## src/rtl/mem_access_pkg.sv

```systemverilog
// mem_access_pkg: shared widths, op encodings and memory-op decode helpers
package mem_access_pkg;
    localparam int ADDR_LEN     = 32;
    localparam int REG_LEN      = 32;
    localparam int REG_ADDR_LEN = 5;
    localparam int OP_LEN       = 5;
    localparam logic [REG_LEN-1:0] ZERO_WORD = '0;

    typedef enum logic [OP_LEN-1:0] {
        OP_NOP, OP_ADD, OP_SUB, OP_AND, OP_OR, OP_XOR,
        OP_LB, OP_LH, OP_LW, OP_LBU, OP_LHU, OP_SB, OP_SH, OP_SW
    } op_e;

    function automatic logic is_mem(input logic [OP_LEN-1:0] op);
        return op inside {OP_LB, OP_LH, OP_LW, OP_LBU, OP_LHU, OP_SB, OP_SH, OP_SW};
    endfunction

    function automatic logic is_store(input logic [OP_LEN-1:0] op);
        return op inside {OP_SB, OP_SH, OP_SW};
    endfunction

    // index of the last byte of the access (byte count minus one)
    function automatic logic [1:0] last_byte(input logic [OP_LEN-1:0] op);
        return (op == OP_LW || op == OP_SW) ? 2'd3 :
               (op == OP_LH || op == OP_LHU || op == OP_SH) ? 2'd1 : 2'd0;
    endfunction
endpackage

```

## src/rtl/mem_access_load_ext.sv

```systemverilog
// mem_access_load_ext: sign/zero extension of an assembled load buffer
module mem_access_load_ext
    import mem_access_pkg::*;
(
    input  logic [OP_LEN-1:0]  i_op,
    input  logic [REG_LEN-1:0] i_buf,
    output logic [REG_LEN-1:0] o_data
);
    always_comb
        o_data = (i_op == OP_LB)  ? {{24{i_buf[7]}}, i_buf[7:0]} :
                 (i_op == OP_LH)  ? {{16{i_buf[15]}}, i_buf[15:0]} :
                 (i_op == OP_LBU) ? {24'b0, i_buf[7:0]} :
                 (i_op == OP_LHU) ? {16'b0, i_buf[15:0]} : i_buf;
endmodule

```

## src/rtl/mem_access.sv

```systemverilog
// mem_access: memory stage running loads/stores as sequential byte transfers
// and passing non-memory results straight to write-back.
module mem_access
    import mem_access_pkg::*;
(
    input  logic                    clk,
    input  logic                    rst,
    input  logic                    rdy,
    input  logic                    ex_valid,
    input  logic [OP_LEN-1:0]       op_i,
    input  logic [ADDR_LEN-1:0]     mem_addr_i,
    input  logic [REG_LEN-1:0]      rd_data_i,
    input  logic [REG_ADDR_LEN-1:0] rd_addr_i,
    output logic                    mem_stall,
    output logic                    mem_req,
    output logic                    mem_we,
    output logic [ADDR_LEN-1:0]     mem_a,
    output logic [7:0]              mem_dout,
    input  logic [7:0]              mem_din,
    input  logic                    mem_ack,
    output logic                    wb_valid,
    output logic [REG_ADDR_LEN-1:0] wb_addr,
    output logic [REG_LEN-1:0]      wb_data
);
    localparam logic S_IDLE   = 1'b0;
    localparam logic S_ACCESS = 1'b1;

    logic                    r_state, w_state_next;
    logic [OP_LEN-1:0]       r_op;
    logic [ADDR_LEN-1:0]     r_base;
    logic [REG_LEN-1:0]      r_data, r_buf, w_buf_next, w_ext;
    logic [REG_ADDR_LEN-1:0] r_rd;
    logic [1:0]              r_cnt, r_last;
    logic                    w_accept_mem, w_accept_alu, w_ack, w_done;

    assign w_accept_mem = r_state == S_IDLE && ex_valid && is_mem(op_i);
    assign w_accept_alu = r_state == S_IDLE && ex_valid && !is_mem(op_i);
    assign w_ack        = r_state == S_ACCESS && mem_ack;
    assign w_done       = w_ack && r_cnt == r_last;

    always_ff @(posedge clk)
        if (!rst) r_state <= S_IDLE;
        else if (rdy) r_state <= w_state_next;

    always_comb
        w_state_next = w_accept_mem ? S_ACCESS : w_done ? S_IDLE : r_state;

    always_comb begin
        mem_stall = r_state == S_ACCESS || w_accept_mem;
        mem_req   = r_state == S_ACCESS && rdy;
        mem_we    = r_state == S_ACCESS && is_store(r_op);
    end

    // address and write byte derive from registers only, so they move on ack edges
    assign mem_a    = r_base + {30'b0, r_cnt};
    assign mem_dout = r_data[{r_cnt, 3'b000} +: 8];

    always_comb begin
        w_buf_next = r_buf;
        w_buf_next[{r_cnt, 3'b000} +: 8] = mem_din;
    end

    mem_access_load_ext u_ext (
        .i_op   (r_op),
        .i_buf  (w_buf_next),
        .o_data (w_ext)
    );

    always_ff @(posedge clk)
        if (!rst) begin
            r_op     <= '0;
            r_base   <= '0;
            r_data   <= ZERO_WORD;
            r_buf    <= ZERO_WORD;
            r_rd     <= '0;
            r_cnt    <= '0;
            r_last   <= '0;
            wb_valid <= 1'b0;
            wb_addr  <= '0;
            wb_data  <= ZERO_WORD;
        end else if (rdy) begin
            wb_valid <= 1'b0;
            if (w_accept_alu) begin
                wb_valid <= |rd_addr_i;
                wb_addr  <= rd_addr_i;
                wb_data  <= rd_data_i;
            end
            if (w_accept_mem) begin
                r_op   <= op_i;
                r_base <= mem_addr_i;
                r_data <= rd_data_i;
                r_rd   <= rd_addr_i;
                r_last <= last_byte(op_i);
                r_cnt  <= '0;
            end
            if (w_ack) begin
                r_buf <= w_buf_next;
                r_cnt <= r_cnt + 2'd1;
            end
            if (w_done && !is_store(r_op)) begin
                wb_valid <= |r_rd;
                wb_addr  <= r_rd;
                wb_data  <= w_ext;
            end
        end
endmodule
```

## config.mk

```make
export PLATFORM = sky130hd
export DESIGN_NAME = mem_access
export DESIGN_NICKNAME = d
export VERILOG_FILES = /design/src/rtl/mem_access_pkg.sv /design/src/rtl/mem_access_load_ext.sv /design/src/rtl/mem_access.sv
export SDC_FILE = /design/constraint.sdc
export NUM_CORES = 1
export LEC_CHECK = 0
export CORE_AREA = 10 10 182 184
export CTS_BUF_LIST = sky130_fd_sc_hd__clkbuf_8
export DETAILED_ROUTE_END_ITERATION = 10
export DIE_AREA = 0 0 192 194
export MAX_ROUTING_LAYER = met4
export PLACE_DENSITY_LB_ADDON = 0.15
export SYNTH_ARGS = -nofsm -noshare
export SYNTH_HDL_FRONTEND = slang
export SYNTH_SLANG_ARGS = --single-unit
```

## constraint.sdc

```tcl
create_clock -name clk -period 3.3 [get_ports clk]
set_clock_uncertainty 0.15 [all_clocks]
set_input_delay 0.33 -clock clk [delete_from_list [all_inputs] [get_ports clk]]
set_output_delay 0.33 -clock clk [all_outputs]
set_load 0.01 [all_outputs]
```

**Yosys cells after proc, flatten, opt, wreduce, memory -nomap -nowiden**

Cells that the tools add are included.

- Output and inout port bits: 81
- Logic and storage cells: 77
- Bits of input ports: 87
- Flip-flop bits (word level): 149

- Equal/unequal tests: 16
- Reductions and logical operators: 26
- Mux-type cells: 17
- Shift operators: 3
- Bitwise operators: 1
- Add/sub/neg operators: 3

Operators by type and width:

| operator | number |
|---|---|
| 2-to-1 mux 32 bit | 6 |
| == test 5 x 4 -> 1 bit, second input constant | 11 |
| adder 32 x 2 -> 32 bit | 1 |
| bitwise mux 32 bit | 1 |
| variable shift 8 x 7 -> 32 bit, first input constant | 1 |
| indexed part select 32 x 6 -> 8 bit | 1 |
| indexed part select 8 x 7 -> 32 bit | 1 |
| == test 5 x 3 -> 1 bit, second input constant | 4 |
| 2-to-1 mux 5 bit | 2 |
| AND reduction 2 bit | 5 |
| OR reduction 5 bit | 2 |
| logical AND 1 bit | 8 |
| nonzero test 8 bit | 1 |
| negator 5 -> 7 bit | 1 |
| 2-to-1 mux 2 bit | 3 |
| nonzero test 2 bit | 3 |
| 2-to-1 mux 1 bit | 5 |
| logical OR 1 bit | 4 |
| nonzero test 3 bit | 1 |
| adder 2 x 1 -> 2 bit, second input constant | 1 |
| == test 2 bit | 1 |
| logical NOT 1 bit | 2 |
| NOT 1 bit | 1 |

**Depth between registers and ports, before layout**

- Depth in word-level cells: 8
- Gate-level depth with buffers: 10
- Gate-level depth less buffers: 7

**Hierarchy**

A second synthesis with hierarchy kept.

- Cell total of the unflattened synthesis: 983
- Area, all modules: 7907.6 µm²

Modules (own cells, without submodules):

| module | cells each | times used | sequential area each (µm²) | area an instance (µm²) |
|---|---|---|---|---|
| mem_access | 909 | 1 | 2982.9 | 7437.1 |
| mem_access_load_ext | 74 | 1 | 0.0 | 470.5 |

**Worst setup path after synthesis**

No wires, ideal clock.

- Kind: flip-flop to flip-flop
- From: register r_cnt[1]
- To: register wb_data[20]
- Period minus slack after synthesis: 2633 ps
- Library setup time: 117 ps
- Cell stages (with the launch flop): 9
- Path slack: 667 ps
- Arrival: 2366 ps
- Cells stage by stage: dfxtp_1 > clkbuf_1 > inv_1 > ha_1 > and4bb_1 > mux2i_2 > a31oi_2 > buf_4 > a32o_1

- Word-level cells in the longest chain between the ends: 8

Ends and longest elaborated chain:

| what | line | RTL |
|---|---|---|
| from (decl) | mem_access.sv:33 | `logic [1:0] r_cnt, r_last;` |
| from (signal assigned) | mem_access.sv:98 | `r_cnt <= r_cnt + 2'd1;` |
| negator 5 -> 7 bit | mem_access.sv:60 | `w_buf_next[{r_cnt, 3'b000} +: 8] = mem_din;` |
| indexed part select 8 x 7 -> 32 bit or variable shift 8 x 7 -> 32 bit (tied branches) | mem_access.sv:60 |  |
| bitwise mux 32 bit | mem_access.sv:60 |  |
| 2-to-1 mux 32 bit | mem_access_load_ext.sv:13 | `(i_op == OP_LHU) ? {16'b0, i_buf[15:0]} : i_buf;` |
| 2-to-1 mux 32 bit | mem_access_load_ext.sv:12 | `(i_op == OP_LBU) ? {24'b0, i_buf[7:0]} :` |
| 2-to-1 mux 32 bit | mem_access_load_ext.sv:11 | `(i_op == OP_LH) ? {{16{i_buf[15]}}, i_buf[15:0]} :` |
| 2-to-1 mux 32 bit | mem_access_load_ext.sv:10 | `o_data = (i_op == OP_LB) ? {{24{i_buf[7]}}, i_buf[7:0]} :` |
| 2-to-1 mux 32 bit | mem_access.sv:100 | `if (w_done && !is_store(r_op)) begin` |
| to (signal assigned) | mem_access.sv:86 | `wb_data <= rd_data_i;` |
| to (signal assigned) | mem_access.sv:103 | `wb_data <= w_ext;` |
| to (decl) | mem_access.sv:23 | `output logic [REG_LEN-1:0] wb_data` |

Parallel ways exist; a longest one is shown, timed or not.
A chain may end at the register's enable or synchronous reset.

**Worst setup path in the final report**

- From: register r_base[0]
- To: output port mem_a[18]

- Word-level cells in the longest chain between the ends: 1

Ends and longest elaborated chain:

| what | line | RTL |
|---|---|---|
| from (decl) | mem_access.sv:30 | `logic [ADDR_LEN-1:0] r_base;` |
| from (signal assigned) | mem_access.sv:90 | `r_base <= mem_addr_i;` |
| adder 32 x 2 -> 32 bit | mem_access.sv:55 | `assign mem_a = r_base + {30'b0, r_cnt};` |
| to (decl) | mem_access.sv:17 | `output logic [ADDR_LEN-1:0] mem_a,` |

No other way between the ends.

==> metrics.yaml <==
timing:
  tightest_slew_ps: 733
  worst_slack_ps: 189
  fin_crit_sh: 0.943
  setup_viol: 0
  fmax_ghz: 0.321
  slew_headroom: 0.508
  hold_viol: 0
  hold_ws_ps: 271
  slew_viol_final: 0
  fin_tns_setup_ps: 0
  fin_crit_ps: 3110
  rsz0062_at_grt: "false"
floorplan:
  core.rowCount: 63
  io_pins: 168
  start_util: 0.248
  core_um2: 29400
  die_x_um: 192
  die_h_um: 194
  dieArea_um2: 37200
global_route:
  grt_pass1_vias: 6945
  grt_max_degree: 39
  track_usage: 0.144
  antenna_found_initial: 1
  grt_pass1_wl_um: 40900
  grt_remaining_overflow: 0
final_layout:
  area_delta_synth_final_pct: 34.2
  layoutNonFillerInstCount: 1434
  layout_common_cells: "170 x nand2_1, 156 x clkdlybuf4s50_1, 149 x dfxtp_1, 130 x a21oi_1, 49 x nor2_1"
  nNetsFinal: 1125
  multi_input_area_um2: 3980
  final_util: 0.333
  seq_area_um2: 2980
  drive_gt1_frac: 0.0920
  final_common_cell: "nand2_1"
  nFillCells: 3135
yosys:
  yosys_warnings: 0
  syn_inst: 875
  async_reset_ff_frac: 0
  ys_ff_latch: 149
  synth_nets: 970
  ys.flop_type: "dfxtp_1"
  synth_top_family_by_area: "compound AO/OA/AOI/OAI gates"
  syn-cell-area_um2: 7300
  synth_edf_count: 0
  yosys.area_share.simple: 0.218
  synth_xor_area_frac: 0.0406
  synth_compound_area_frac: 0.236
  ys_types: 66
  syn_area_per_cell_um2: 8.35
  synth_seq_area_share: 0.408
  synthMuxAreaShare: 0.0334
  synthAdderAreaFrac: 0.0147
pwr:
  power.net_switching_mw: 1.09
  pwr-share-seq: 0.503
  sw_frac_of_total: 0.291
  p_leak_nw: 3.52
  p_int_mw: 2.65
  p_clk_frac: 0.366
  p_per_area_nw_per_um2: 381
  comb_power_share: 0.131
  ir_drop_v: 0.000187
route:
  avgRoutedWirePerCell_um: 18.8
  wirelength_um: 26900
  drt-initial-drc-count: 374
  drc: 0
  postRouteAntennaNets: 0
  avgViaCountPerCell: 4.75
  first_pass_iters: 6
  dr_total_vias: 6806
cts:
  cts_root_buffer: "clkbuf_8"
  numClockSinks: 149
  cts_buffers: 17
  cts-hold-fix-buffers: 0
  clockBufferDepth: 2
  htreeDepth: 4
  cts_tree: "built"
  clkTransAtPathRegs_ps: 90
  clock_latency_ps: 460
worst_setup_path:
  cpMaxStageDelayCell: "clkdlybuf4s50_1"
  cp.arrival_ps: 2630
  cp_top_family: "buffers and inverters"
  crit_path_start_kind: "flip-flop"
  endpoint_kind: "primary output"
  crit_type: "reg -> out"
  slowest_delay_ps: 560
  regToRegSetupSlack_ps: 500
  worstPathCellList: "ha_1 -> fa_1 -> nand3_2 -> nor3_1 -> buf_4 -> and3b_1 -> xor2_1 -> clkdlybuf4s50_1"
  cp_data_required_time_ps: 2820
  cp_max_fo: 6
  cp_num_buf_inv: 2
run_status:
  status: "finished, final reports clean"
placed_design:
  port_buffers: 167
  placedCellCount: 1401
  gp_congestion: 0.781
  dpl.hpwl_um: 20200
  dp_slack_ps: 461
run:
  maxCapViolCount: 0
worst_hold_path:
  hold_path_class: "in -> reg"
## through the flow
stage / cell area, um^2 / total power [mW]
after global placement: 9390 / 2.42
after global routing: 9800 / 3.92
after floorplan: 7300 / 2.12
after detailed placement: 9390 / 2.42
final: 9800 / 3.74
after CTS: 9760 / 3.80
## Yosys cell counts (2+ instances only)
cell / instances / area [um^2]
nand2b_1: 6 / 37.5
xnor2_1: 20 / 175
a32o_1: 17 / 170
o21ai_1: 12 / 60.1
o32ai_1: 7 / 61.3
nand3b_1: 2 / 15.0
nor3b_1: 2 / 15.0
and4_1: 3 / 26.3
a311oi_1: 5 / 43.8
buf_6: 3 / 33.8
xor2_1: 12 / 105
ha_1: 7 / 87.6
o2111ai_1: 8 / 70.1
buf_2: 22 / 110
nand2_1: 171 / 642
nor3_1: 5 / 25.0
nor2_1: 49 / 184
a21o_1: 19 / 143
and3_1: 3 / 18.8
inv_1: 15 / 56.3
nand4_1: 11 / 68.8
a22oi_1: 23 / 173
nand3_1: 19 / 95.1
nor3_2: 2 / 20.0
mux2i_1: 5 / 50.1
o21ai_0: 16 / 80.1
dfxtp_1: 149 / 2980
clkbuf_1: 26 / 97.6
and2_1: 5 / 31.3
o21a_1: 8 / 60.1
a211oi_1: 9 / 67.6
and3b_1: 3 / 26.3
buf_4: 8 / 60.1
a21oi_2: 2 / 17.5
a21oi_1: 130 / 651
nor4b_4: 2 / 47.6
nor2b_1: 33 / 206
mux4_2: 8 / 180
## state kept, by name (all words and copies together), names as in the netlist
| register | count |
|---|---|
| r_base | 32 |
| r_buf | 32 |
| r_data | 32 |
| wb_data | 32 |
| r_op | 5 |
| r_rd | 5 |
| wb_addr | 5 |
| r_cnt | 2 |
| r_last | 2 |
| r_state | 1 |
| wb_valid | 1 |
## power by group through the flow
stage / sequential [mW] / clock (mW) / combinational [mW]
after floorplan: 1.93 / 0 / 0.196
after global placement: 1.92 / 0 / 0.492
after detailed placement: 1.92 / 0 / 0.494
after CTS: 1.88 / 1.42 / 0.496
after global routing: 1.89 / 1.51 / 0.527
final: 1.88 / 1.37 / 0.488
## final cells by class
class                           count  area share
Tap cell                          390      0.0498
Antenna cell                        1    0.000255
Clock buffer                       18      0.0253
Sequential cell                   149       0.304
Clock inverter                     14      0.0120
Inverter                           16     0.00626
Multi-Input combinational cell    651       0.406
Timing Repair Buffer              195       0.196
## kinds of logic after synthesis
| logic type | count (synthesis) |
|---|---|
| buffers and inverters | 75 |
| AND/OR/NAND/NOR | 330 |
| AO/OA/AOI/OAI | 266 |
| flip-flops | 149 |
| adder cells (fa/ha/maj) | 8 |
| XOR/XNOR | 33 |
| multiplexers | 14 |
## worst reg2reg max path: cells and delay by family (launching register included)
kind / cells / cell delay (ps)
adder cells (fa/ha/maj): 1 / 440
multiplexers: 1 / 110
flip-flops: 1 / 350
AO/OA/AOI/OAI: 3 / 820
AND/OR/NAND/NOR: 1 / 330
buffers and inverters: 2 / 530
## final timing paths
| kind | end | start | depth (start not counted) |
|---|---|---|---|
| worst max-delay path | mem_a[18] | r_base[0] | 8 |
| worst min-delay path | r_base[3] | mem_addr_i[3] | 3 |
| worst max register to register | wb_data[8] | r_cnt[0] | 8 |
| worst min register to register | r_data[14] | r_data[14] | 2 |
## timing repair
action,CTS,global route
endpoints found under the setup margin,8,12
resized for setup,2,13
setup buffers,0,0
pin swaps,0,2
## layer usage
layer,routed length (um),global-route usage
met1,12600,0.177
met2,12900,0.235
met3,946,0.0297
met4,420,0.0369
met5,0,-
Note: power is estimated with default switching activity, not from simulation.
==> variant 1 (config.mk and constraints unchanged) <==
The package constant `OP_LEN` goes from 5 to 4.
--- a/src/rtl/mem_access_pkg.sv
+++ b/src/rtl/mem_access_pkg.sv
@@ -3,7 +3,7 @@
     localparam int ADDR_LEN     = 32;
     localparam int REG_LEN      = 32;
     localparam int REG_ADDR_LEN = 5;
-    localparam int OP_LEN       = 5;
+    localparam int OP_LEN       = 4;
     localparam logic [REG_LEN-1:0] ZERO_WORD = '0;
 
     typedef enum logic [OP_LEN-1:0] {
Interface: changed (resized op_i); port bits go from 168 to 167. No check against the original RTL was run, so the function may have changed too.
==> variant 1 against the unedited design <==
Critical path type unchanged. Highest routed layer unchanged. Design area fell by 1.2%. Sequential share of layout area rose by 0.17 points. Count of clock-buffer cells in the layout did not move. Die area did not move. Synthesized area fell by 1.5%. Global-route usage barely moved. Wire length rose by 0.30%. Worst setup slack got worse by 0.020 ns. Sequential cell count fell by 1. Power rose by 1.9%.
==> variant 1: results (changes against the unedited design) <==
- Status: finished clean
- Register share of total power: 49.8% (-0.5 points)
- H-tree depth: 4 (unchanged)
- Slowest-stage cell, CP: clkdlybuf4s50_1
- Top cells by area, synth: dfxtp_1 41%, nand2_1 11%, a21oi_1 8.1%, xnor2_1 3.0%, mux4_2 2.5%
- DP Worst Slack: 0.4183 ns (-0.04270 ns)
- Worst Hold Class: in2reg
- Met2 Usage GRT: 22.91% (-0.54 points)
- Hold WS: 0.2707 ns (-0.00004600 ns)
- First-pass DRT Iterations: 5 (-1)
- Root Driver: clkbuf_8
- Reg2reg end: wb_data[18]
- Met1 wire length: 12,600 um (about the same)
- Comb group: 0.000516 W (+5.7%)
- Via density: 4.748 (about the same)
- Sw Ratio: 29.65% (+0.55 points)
- Met1 GRT Util: 18.54% (+0.79 points)
- DR WL/cell: 19.05 um (+1.6%)
- Cells on worst reg2reg path: 7 (-1)
- Hold Path End: r_base[2]
- Placed inst area: 0.009246 sq mm (-1.5%)
- Max Used Layer: met4
- Worst R2R Start: r_cnt[1]
- Synth Area in Compound Gates: 23.26% (-0.33 points)
- Total power: 0.003809 W (+1.9%)
- Synth Area in XOR/XNOR: 4.242% (+0.18 points)
- WL met3: 1146 um (+21%)
- Port Buffer Count: 166 (-0.60%)
- R2R Setup Slk: 0.60 ns (+0.10 ns)
- Fmax: 319.4 MHz (-0.65%)
- Mean post-synth cell area: 8.301 sq um (-0.56%)
- Vias in the first global route: 6,707 (-3.4%)
- Critical Path AT: 2.65 ns (+0.02 ns)
- DR iter-0 viols: 423 (+13%)
- Met3 Use GR: 2.302% (-0.67 points)
- VDD IR max: 0.0001848 V (-1.1%)
- First-pass GRT wire length: 40,540 um (-0.81%)
- HP Start: mem_addr_i[2]
- CP top delay family: simple AND/OR/NAND/NOR gates
- Post-cts sizing count: 2 (unchanged)
- Fin cells: 1,416 (-1.3%)
- Mux share of post-synthesis cell area: 2.503% (-0.84 points)
- Yosys warnings: 0 (unchanged)
- Post-DP HPWL: 20,180 um (-0.28%)
- Leak Pwr: 3.434 nW (-2.4%)
- Crit path max fanout: 3 (-3)
- Seq/Total Area, Yosys: 41.17% (+0.33 points)
- Share of cells above drive strength 1: 9.756% (+0.55 points)
- Placer Congestion: 0.8392 (+7.4%)
- Worst Setup SP: r_cnt[0]
- Synth Net Count: 961 (-0.93%)
- Rel. slew slack: 34.94% (-16 points)
- WL met2: 12,780 um (-1.1%)
- Adder-cell share of the synthesized area: 1.495% (+0.022 points)
- Commonest cells in the netlist: 206 x nand2_1, 148 x dfxtp_1, 117 x a21oi_1
- Nets: 1,106 (-1.7%)
- Tot GR Track Use: 14.42% (+0.019 points)
- Largest net degree at the start of global routing: 58 (+49%)
[variant 1: logic make-up (layout without fill, tap and decap cells)]
family,after synthesis,count (layout)
and+or+nand+nor,351,351
AOI/OAI and AO/OA,248,248
DFF,148,148
buffers and inverters,70,228
xor gates and xnor gates,34,34
adders and majority gates,8,8
muxes,8,8
other,0,1
[variant 1: worst max-delay path by stage]
stage | to | slack, ns
5_1_grt | mem_a[16] | 0.02
2_1_floorplan | wb_data[25] | 0.73
4_1_cts | mem_a[26] | 0.003
3_3_place_gp | mem_a[31] | 0.46
3_5_place_dp | mem_a[31] | 0.42
6_report | mem_a[24] | 0.17
[variant 1: cell type report]
type / count / area (sq um)
timing repair buffer: 189 / 1886
fill: 3148 / 19720
tap: 390 / 488.0
inverter: 7 / 27.53
clock inverter: 14 / 130.1
antenna: 1 / 2.502
clock buffer: 18 / 247.7
sequential: 148 / 2963
multi-input combinational: 649 / 3935
==> variant 2 (same flow settings) <==
Without the edit above. Make the reset (`rst`) asynchronous in 2 clocked blocks.
--- a/src/rtl/mem_access.sv
+++ b/src/rtl/mem_access.sv
@@ -38,7 +38,7 @@
     assign w_ack        = r_state == S_ACCESS && mem_ack;
     assign w_done       = w_ack && r_cnt == r_last;
 
-    always_ff @(posedge clk)
+    always_ff @(posedge clk or negedge rst)
         if (!rst) r_state <= S_IDLE;
         else if (rdy) r_state <= w_state_next;
 
@@ -66,7 +66,7 @@
         .o_data (w_ext)
     );
 
-    always_ff @(posedge clk)
+    always_ff @(posedge clk or negedge rst)
         if (!rst) begin
             r_op     <= '0;
             r_base   <= '0;
Formal check against the unedited RTL: differs if rst is asserted again (counterexample within 4 cycles, from zero or initial values and one cycle with rst low); with rst held inactive, the same outputs for 4 cycles.
==> variant 2 against the unedited design <==
Sequential cell count is the same. Count of clock-buffer cells in the layout unchanged. Non-clock buffer count shrank 5. Synthesized area up 5.0%. Design area increased by 4.2%. Wire length shrank 3.8%. Worst setup slack got worse by 0.035 ns. Critical path type unchanged. Highest routed layer unchanged.
Power is not compared: it rests on default switching activity, and its combinational part moved more than twofold at a synthesized area within 25%.
==> variant 2: results (changes against the unedited design) <==
- Synth Area in Compound Gates: 16.80% (-6.8 points)
- Most used flip-flop cell after synthesis: dfrtp_1
- Antenna diodes: 0 (-1)
- Syn Inst Count: 695 (-21%)
- H-tree depth: 4 (unchanged)
- Share of cells above drive strength 1: 18.16% (+9.0 points)
- CTS Hold Bufs: 1 (+1)
- Mux share of post-synthesis cell area: 15.04% (+12 points)
- WL met3: 778 um (-18%)
- WL met2: 12,520 um (-3.1%)
- Synth Net Count: 790 (-19%)
- Worst Setup SP: r_base[0]
- CP top delay family: adder cells
- Total power: around 0.009 W
- Setup crit end: mem_a[8]
- Post-cts sizing count: 16 (+14)
- DR iter-0 viols: 331 (-11%)
- Via density: 4.730 (-0.34%)
- Nets: 952 (-15%)
- Top cells by area, synth: dfrtp_1 49%, mux2_2 12%, o21ai_0 4.2%, nand2_1 3.3%, xnor2_1 2.5%
- Vias in the first global route: 6,099 (-12%)
- Crit path max fanout: 4 (-2)
- Commonest cells in the netlist: 149 x dfrtp_1, 82 x mux2_2, 68 x nand2_1
- Worst R2R Start: r_cnt[1]
- Total Wirelength: 25,870 um (-3.8%)
- Reg2reg end: wb_data[16]
- Placer Congestion: 0.7567 (-3.1%)
- # placed instances: 1,226 (-12%)
- Status: finished clean
- Yosys warnings: 0 (unchanged)
- Initial antenna violation count: 3 (+2)
- Fill cells: 2,974 (-5.1%)
- Netlist cell types: 53 (-20%)
- Root Driver: clkbuf_8
- First-pass GRT wire length: 39,360 um (-3.7%)
- Synth async-reset ratio: 100.0% (+100 points)
- R2R Setup Slk: 0.42 ns (-0.08 ns)
- Post-DP HPWL: 19,340 um (-4.4%)
- Fin cells: 1,260 (-12%)
- Adder-cell share of the synthesized area: 1.403% (-0.070 points)
- Tot GR Track Use: 14.28% (-0.12 points)
- Worst Hold Class: in2async
- Largest net degree at the start of global routing: 64 (+64%)
- Seq/Total Area, Yosys: 48.61% (+7.8 points)
- Cells on worst reg2reg path: 6 (-2)
- Met1 wire length: 12,260 um (-2.6%)
- Synth Area in XOR/XNOR: 4.127% (+0.067 points)
- Placed inst area: 0.009794 sq mm (+4.3%)
- Slew @ Worst Pin: 0.9469 ns (+0.2143 ns)
## variant 2: metrics by stage
step | hold WS [ns] | worst slack [ns]
global placement | 0.1240 | 0.1560
CTS | 0.2040 | 0.01241
floorplan | -0.1156 | 0.6677
finish | 0.2009 | 0.1540
detailed placement | 0.1229 | 0.1409
global route | 0.2293 | -0.003799
## variant 2: final cells by class
| cell class | count | area (sq um) | share of cell area [%] |
|---|---|---|---|
| flip-flops and latches | 149 | 3729 | 36.52 |
| clock buffers | 18 | 247.7 | 2.426 |
| inverters | 22 | 82.58 | 0.8088 |
| clock inverters | 14 | 121.4 | 1.189 |
| well taps | 390 | 488.0 | 4.779 |
| repair buffers | 190 | 1877 | 18.38 |
| multi-input cells | 477 | 3665 | 35.89 |
## variant 2: routing by layer
| metal | up-vias | global-route usage (%) |
|---|---|---|
| li1 | 2833 | - |
| met4 | 0 | 3.462 |
| met3 | 18 | 2.266 |
| met5 | - | - |
| met2 | 109 | 22.31 |
| met1 | 3000 | 18.94 |
